## src/rtl/fetch_issue_queue_pkg.sv

```systemverilog
// Shared definitions for the fetch issue queue: prefix opcode, pairing FSM
// states and the instruction word type (bit 0 is the MSB, [0:5] = opcode).
package fetch_issue_queue_pkg;

    localparam int unsigned INSTR_W = 32;
    localparam int unsigned OPC_W   = 6;

    localparam logic [0:OPC_W-1] OPC_PREFIX = 6'b000001;

    typedef logic [0:INSTR_W-1] instr_t;

    // IDLE: next issue is standalone or a prefix; SUFFIX: next issue completes a pair
    typedef enum logic {
        IDLE   = 1'b0,
        SUFFIX = 1'b1
    } state_e;

    // True when the word's primary opcode marks it as a prefix
    function automatic logic is_prefix(input instr_t word);
        return word[0:OPC_W-1] == OPC_PREFIX;
    endfunction

endpackage

```

## src/rtl/issue_fifo.sv

```systemverilog
// Instruction word FIFO: storage plus head/tail pointers and occupancy count.
// Ports:
//   i_clk, i_rst_n  clock, async active-low reset (pointers/count only)
//   i_clear         synchronous clear of pointers and count
//   i_push, i_data  write i_data at the tail (ignored when full)
//   i_pop           drop the head word (ignored when empty)
//   o_head          word at the head (don't-care when empty)
//   o_count         number of occupied slots
module issue_fifo
    import fetch_issue_queue_pkg::*;
#(
    parameter int unsigned DEPTH = 4
) (
    input  logic                   i_clk,
    input  logic                   i_rst_n,
    input  logic                   i_clear,
    input  logic                   i_push,
    input  instr_t                 i_data,
    input  logic                   i_pop,
    output instr_t                 o_head,
    output logic [$clog2(DEPTH):0] o_count
);

    localparam int unsigned PTR_W = $clog2(DEPTH);
    localparam int unsigned CNT_W = PTR_W + 1;

    instr_t             mem_q [DEPTH];
    logic [PTR_W-1:0]   head_q, head_d;
    logic [PTR_W-1:0]   tail_q, tail_d;
    logic [CNT_W-1:0]   count_q, count_d;
    logic               push_ok;
    logic               pop_ok;

    assign push_ok = i_push & ~i_clear & (count_q < CNT_W'(DEPTH));
    assign pop_ok  = i_pop & ~i_clear & (count_q != '0);

    // Storage is not reset; contents are only observed below the count
    always_ff @(posedge i_clk) begin
        if (push_ok) begin
            mem_q[tail_q] <= i_data;
        end
    end

    // Pointer and count update; DEPTH is a power of two so pointers wrap naturally
    always_comb begin
        head_d  = head_q;
        tail_d  = tail_q;
        count_d = count_q;
        if (i_clear) begin
            head_d  = '0;
            tail_d  = '0;
            count_d = '0;
        end else begin
            if (push_ok) begin
                tail_d = tail_q + PTR_W'(1);
            end
            if (pop_ok) begin
                head_d = head_q + PTR_W'(1);
            end
            case ({push_ok, pop_ok})
                2'b10:   count_d = count_q + CNT_W'(1);
                2'b01:   count_d = count_q - CNT_W'(1);
                default: count_d = count_q;
            endcase
        end
    end

    always_ff @(posedge i_clk or negedge i_rst_n) begin
        if (!i_rst_n) begin
            head_q  <= '0;
            tail_q  <= '0;
            count_q <= '0;
        end else begin
            head_q  <= head_d;
            tail_q  <= tail_d;
            count_q <= count_d;
        end
    end

    assign o_head  = mem_q[head_q];
    assign o_count = count_q;

endmodule

```

## src/rtl/fetch_issue_queue.sv

```systemverilog
// Fetch-to-decode issue queue that keeps prefixed instruction pairs together:
// a prefix is only issued once its suffix is queued, and the suffix follows
// on the next issue cycle.
// Ports:
//   i_clk, i_rst_n               clock, async active-low reset
//   i_flush                      drop queue contents and any pending pair
//   i_fetch_valid/i_fetch_instr  word offered by fetch
//   o_fetch_ready                queue has a free slot
//   i_stall                      decoder stall; freezes issue
//   o_en/o_instr/o_suffix        issue strobe, issued word, suffix marker
//   o_count                      occupied slots
module fetch_issue_queue
    import fetch_issue_queue_pkg::*;
#(
    parameter int unsigned DEPTH = 4
) (
    input  logic                   i_clk,
    input  logic                   i_rst_n,
    input  logic                   i_flush,
    input  logic                   i_fetch_valid,
    input  logic [0:31]            i_fetch_instr,
    output logic                   o_fetch_ready,
    input  logic                   i_stall,
    output logic                   o_en,
    output logic [0:31]            o_instr,
    output logic                   o_suffix,
    output logic [$clog2(DEPTH):0] o_count
);

    localparam int unsigned CNT_W = $clog2(DEPTH) + 1;

    state_e           state_q, state_d;
    logic [CNT_W-1:0] count;
    instr_t           head;
    logic             push;
    logic             head_pfx;
    logic             en_c;
    logic             suffix_c;

    // Ready depends on registered occupancy only; a same-cycle pop never frees a slot
    assign o_fetch_ready = count < CNT_W'(DEPTH);
    assign push          = i_fetch_valid & o_fetch_ready & ~i_flush;
    assign head_pfx      = is_prefix(head);

    issue_fifo #(
        .DEPTH (DEPTH)
    ) u_fifo (
        .i_clk   (i_clk),
        .i_rst_n (i_rst_n),
        .i_clear (i_flush),
        .i_push  (push),
        .i_data  (i_fetch_instr),
        .i_pop   (en_c),
        .o_head  (head),
        .o_count (count)
    );

    // Pairing state register
    always_ff @(posedge i_clk or negedge i_rst_n) begin
        if (!i_rst_n) begin
            state_q <= IDLE;
        end else begin
            state_q <= state_d;
        end
    end

    // Next state: a prefix issue arms SUFFIX, the suffix issue returns to IDLE
    always_comb begin
        state_d = state_q;
        if (i_flush) begin
            state_d = IDLE;
        end else begin
            case (state_q)
                IDLE:    if (en_c && head_pfx) state_d = SUFFIX;
                SUFFIX:  if (en_c)             state_d = IDLE;
                default: state_d = IDLE;
            endcase
        end
    end

    // Issue decision; a lone prefix at the head waits for its suffix
    always_comb begin
        en_c     = 1'b0;
        suffix_c = 1'b0;
        if (!i_stall && !i_flush) begin
            case (state_q)
                IDLE: begin
                    if (head_pfx) begin
                        en_c = count >= CNT_W'(2);
                    end else begin
                        en_c = count >= CNT_W'(1);
                    end
                end
                SUFFIX: begin
                    en_c     = count >= CNT_W'(1);
                    suffix_c = en_c;
                end
                default: begin
                    en_c     = 1'b0;
                    suffix_c = 1'b0;
                end
            endcase
        end
    end

    assign o_en     = en_c;
    assign o_suffix = suffix_c;
    assign o_instr  = head;
    assign o_count  = count;

endmodule

```

## config.mk

```make
export PLATFORM = sky130hd
export DESIGN_NAME = fetch_issue_queue
export DESIGN_NICKNAME = d
export VERILOG_FILES = /design/src/rtl/fetch_issue_queue_pkg.sv /design/src/rtl/issue_fifo.sv /design/src/rtl/fetch_issue_queue.sv
export SDC_FILE = /design/constraint.sdc
export NUM_CORES = 1
export LEC_CHECK = 0
export ABC_AREA = 1
export CAP_MARGIN = 20
export CORE_MARGIN = 2
export CORE_UTILIZATION = 60
export CTS_CLUSTER_DIAMETER = 100
export CTS_CLUSTER_SIZE = 28
export DETAILED_ROUTE_END_ITERATION = 8
export DONT_BUFFER_PORTS = 1
export HOLD_SLACK_MARGIN = 0.12
export PLACE_DENSITY_LB_ADDON = 0.15
export SLEW_MARGIN = 20
export SYNTH_ARGS = -nofsm -noshare
export SYNTH_HDL_FRONTEND = slang
export SYNTH_SLANG_ARGS = --single-unit
```

## constraint.sdc

```tcl
create_clock -name i_clk -period 7.75 [get_ports i_clk]
set_clock_uncertainty 0.05 [all_clocks]
set_input_delay 0.775 -clock i_clk [delete_from_list [all_inputs] [get_ports i_clk]]
set_output_delay 0.775 -clock i_clk [all_outputs]
set_load 0.01 [all_outputs]
```

==> summary.txt <==
Run status
  • Status: completed

Synthesis
  • Cell variety after synth: 27
  • Post-Synthesis Cells: 411
  • Syn_nets: 456
  • Yosys reg bits: 136
  • Yosys warnings: 0
  • Synth Cell Area: 0.00545 mm²
  • Sequential fraction of the synthesis area: 0.742
  • Syn avg cell area: 13.3 µm²

Critical path
  • Crit path max-delay family: buffers and inverters
  • Buffers & Inverters on Critical Path: 3
  • CP Capture Type: output pin
  • Most Frequent Cell on Critical Path: nand2_1
  • Worst path required time: 6.92 ns
  • CP cell instances: inv_2 -> buf_12 -> nand2_1 -> nand3_1 -> nand2_1 -> nand2_2 -> nor2_4 -> nand3_4 -> nand2_1 -> inv_2
  • Slowest-stage cell, CP: dfrtp_2
  • Worst-path maximum fanout: 50
  • CP startpoint: u_fifo.head_q[0]$_DFFE_PN0P_
  • CP peak stage delay: 0.40 ns
  • Crit path depth: 10
  • CP Class: register to output pin
  • Worst setup SP type: register
  • CP endpoint: o_en
  • Worst r2r path cells: 3
  • Reg-to-reg endpoint: u_fifo.mem_q[0][25]$_DFFE_PP_
  • RR Startpoint: u_fifo.o_count[2]$_DFFE_PN0P_
  • R2R Setup Slk: 5.27 ns
  • Crit path DAT: 2.17 ns

Clocking
  • CTS tree: built
  • Worst-path clk slew: 0.06 ns
  • Cts bufs inserted: 17
  • TritonCTS Sinks: 136
  • H-tree depth: 4
  • Clock Path Buffers: 2
  • Skew-Pair Late Insertion Delay: 0.51 ns
  • Root Buffer: clkbuf_8

STA
  • Final Hold Vio Count: 0
  • Actual slew at the worst max-slew pin: 1.06 ns
  • Slew headroom: 0.293
  • Hold_ws: 0.308 ns
  • Unrepaired setup endpoints after global routing: false
  • Final setup fails: 0
  • Post-route clock period utilization: 0.387
  • Final slew viol count: 0
  • Post-route setup TNS: 0 ns
  • Crit path time final: 3.00 ns
  • Fmax: 334 MHz

Power and ir drop
  • Max rail drop VDD: 0.199 mV
  • Sw Share: 0.282
  • Gate power share: 0.175
  • Total power: 0.00190 W
  • Power Internal: 0.00137 W
  • NetSw: 0.000537 W
  • Clock power share: 0.356
  • Reg power frac: 0.469
  • Pwr per Cell Area: 314 mW/mm²
  • P_leak: 2.13 nW

Detailed routing
  • DRT iter0 DRCs: 224
  • Routed Wire Length: 9730 µm
  • WL/cell: 18.3 µm
  • Drt drc: 0
  • Antenna-violating nets left: 0
  • Drt pass-1 iters: 4
  • Vias per cell: 5.81
  • Vias: 3,095

Placed design
  • Post-DP HPWL: 5180 µm
  • Placed Instances: 501
  • I/O Buffers: 0
  • Final Wtd Congestion: 0.854

Worst hold path
  • HP Class: input pin to register

Floorplanning
  • Die width: 99.3 µm
  • Row cnt: 34
  • Initial Utilization: 0.622
  • Die Ht: 99.3 µm
  • Core Box Area: 0.00876 mm²
  • Full die area: 0.00987 mm²
  • I/O pin cnt: 75

Cells and area
  • Fin util: 0.692
  • Fin cells: 533
  • Filler Cell Count: 576
  • Area Growth Syn to Fin: 11.2%
  • # diodes: 0
  • Layout cell share with drive strength beyond 1: 0.127
  • Nets: 459

Global routing
  • Initial antenna violation count: 0
  • First-pass GRT wire length: 15,400 µm
  • Tot GR Track Use: 0.209
  • Vias in the first global route: 3,115
  • Total gr overflow: 0
  • Largest net degree at the start of global routing: 69

Flow run
  • Max-Cap Viols: 0
## how the worst min path moves through the flow
stage | end | cells after the start | startpoint
after floorplan | state_q$_DFF_PN0_ | 0 | i_rst_n
after global placement | state_q$_DFF_PN0_ | 0 | i_rst_n
after detailed placement | state_q$_DFF_PN0_ | 0 | i_rst_n
after CTS | u_fifo.mem_q[0][24]$_DFFE_PP_ | 0 | i_fetch_instr[7]
after global routing | u_fifo.mem_q[3][23]$_DFFE_PP_ | 0 | i_fetch_instr[8]
final | u_fifo.mem_q[0][23]$_DFFE_PP_ | 0 | i_fetch_instr[8]
## cell usage after synthesis
cell type	instances	area, µm²
edfxtp_1	128	3840
o21ai_0	56	280
nand2_2	8	50.1
ha_1	8	100
xnor2_1	2	17.5
nand3_2	2	20.0
o21ai_1	4	20.0
a21oi_1	2	10.0
nand2_1	37	139
nor3_1	2	10.0
nor2_1	59	221
buf_6	2	22.5
nand4_1	2	12.5
buf_4	1	7.51
nand3_1	14	70.1
buf_2	1	5.00
inv_1	21	78.8
o22ai_1	26	163
clkbuf_1	15	56.3
nor2_4	1	11.3
buf_8	1	15.0
inv_2	5	18.8
nand2_4	2	22.5
dfrtp_1	8	200
nand3_4	2	35.0
nand4_2	1	12.5
nor3_2	1	10.0
## per-layer routing
metal / routed length, µm / up-vias / share of wire / global-route usage
met4: 172 / 0 / 0.018 / 0.0927
met1: 3910 / 1499 / 0.40 / 0.242
met2: 4940 / 93 / 0.51 / 0.346
met5: 0 / - / 0 / 0
li1: - / 1486 / - / -
met3: 709 / 17 / 0.073 / 0.0829
## cell usage in the layout, fill, tap and decap left out, drive strengths merged
cell type	instances
edfxtp	128
o21ai	60
nor2	60
nand2	47
o22ai	26
inv	26
nand3	18
clkbuf	17
clkinv	9
ha	8
dfrtp	8
clkinvlp	3
nor3	3
nand4	3
buf	3
a21oi	2
xnor2	2
bufinv	1
dlygate4sd3	1
## area by class of cell
class	instances	area (µm²)	share of cell area
clock inverters	13	90.1	0.0149
repair buffers	4	45.0	0.00743
flip-flops and latches	136	4050	0.667
well taps	108	135	0.0223
inverters	26	97.6	0.0161
multi-input cells	229	1230	0.204
clock buffers	17	414	0.0683
## logic make-up (layout without fill, tap and decap cells)
logic type | count (synthesis) | count (layout) | synth area share
simple gates | 131 | 131 | 0.113
compound gates | 88 | 88 | 0.0867
fa+ha+maj | 8 | 8 | 0.0184
xor+xnor | 2 | 2 | 0.00321
buf+inv | 46 | 60 | 0.0374
flops | 136 | 136 | 0.742
## state kept, by name (all words and copies together) (netlist names)
signal          count
u_fifo.o_count      3
u_fifo.head_q       2
u_fifo.mem_q      128
u_fifo.tail_q       2
state_q             1
## through the flow
stage                     area [µm²]  setup WS [ns]
final                           6060           4.75
after floorplan                 5450           4.73
after global placement          5530           4.95
after detailed placement        5530           4.90
after CTS                       6040           4.41
after global routing            6060           4.60
## power by group through the flow
stage,registers (W),logic [W],clock network [W]
2_1_floorplan,0.000904,0.000266,0
3_3_place_gp,0.000907,0.000323,0
3_5_place_dp,0.000908,0.000329,0
4_1_cts,0.000894,0.000331,0.000685
5_1_grt,0.000900,0.000368,0.000722
6_report,0.000893,0.000333,0.000679
## what timing repair did
item,in CTS,in global routing
setup buffers,0,0
endpoints found under the hold margin,8,0
endpoints found under the setup margin,0,0
hold buffers,1,0
gates resized for setup,0,0
(Power assumes the default switching activity.)
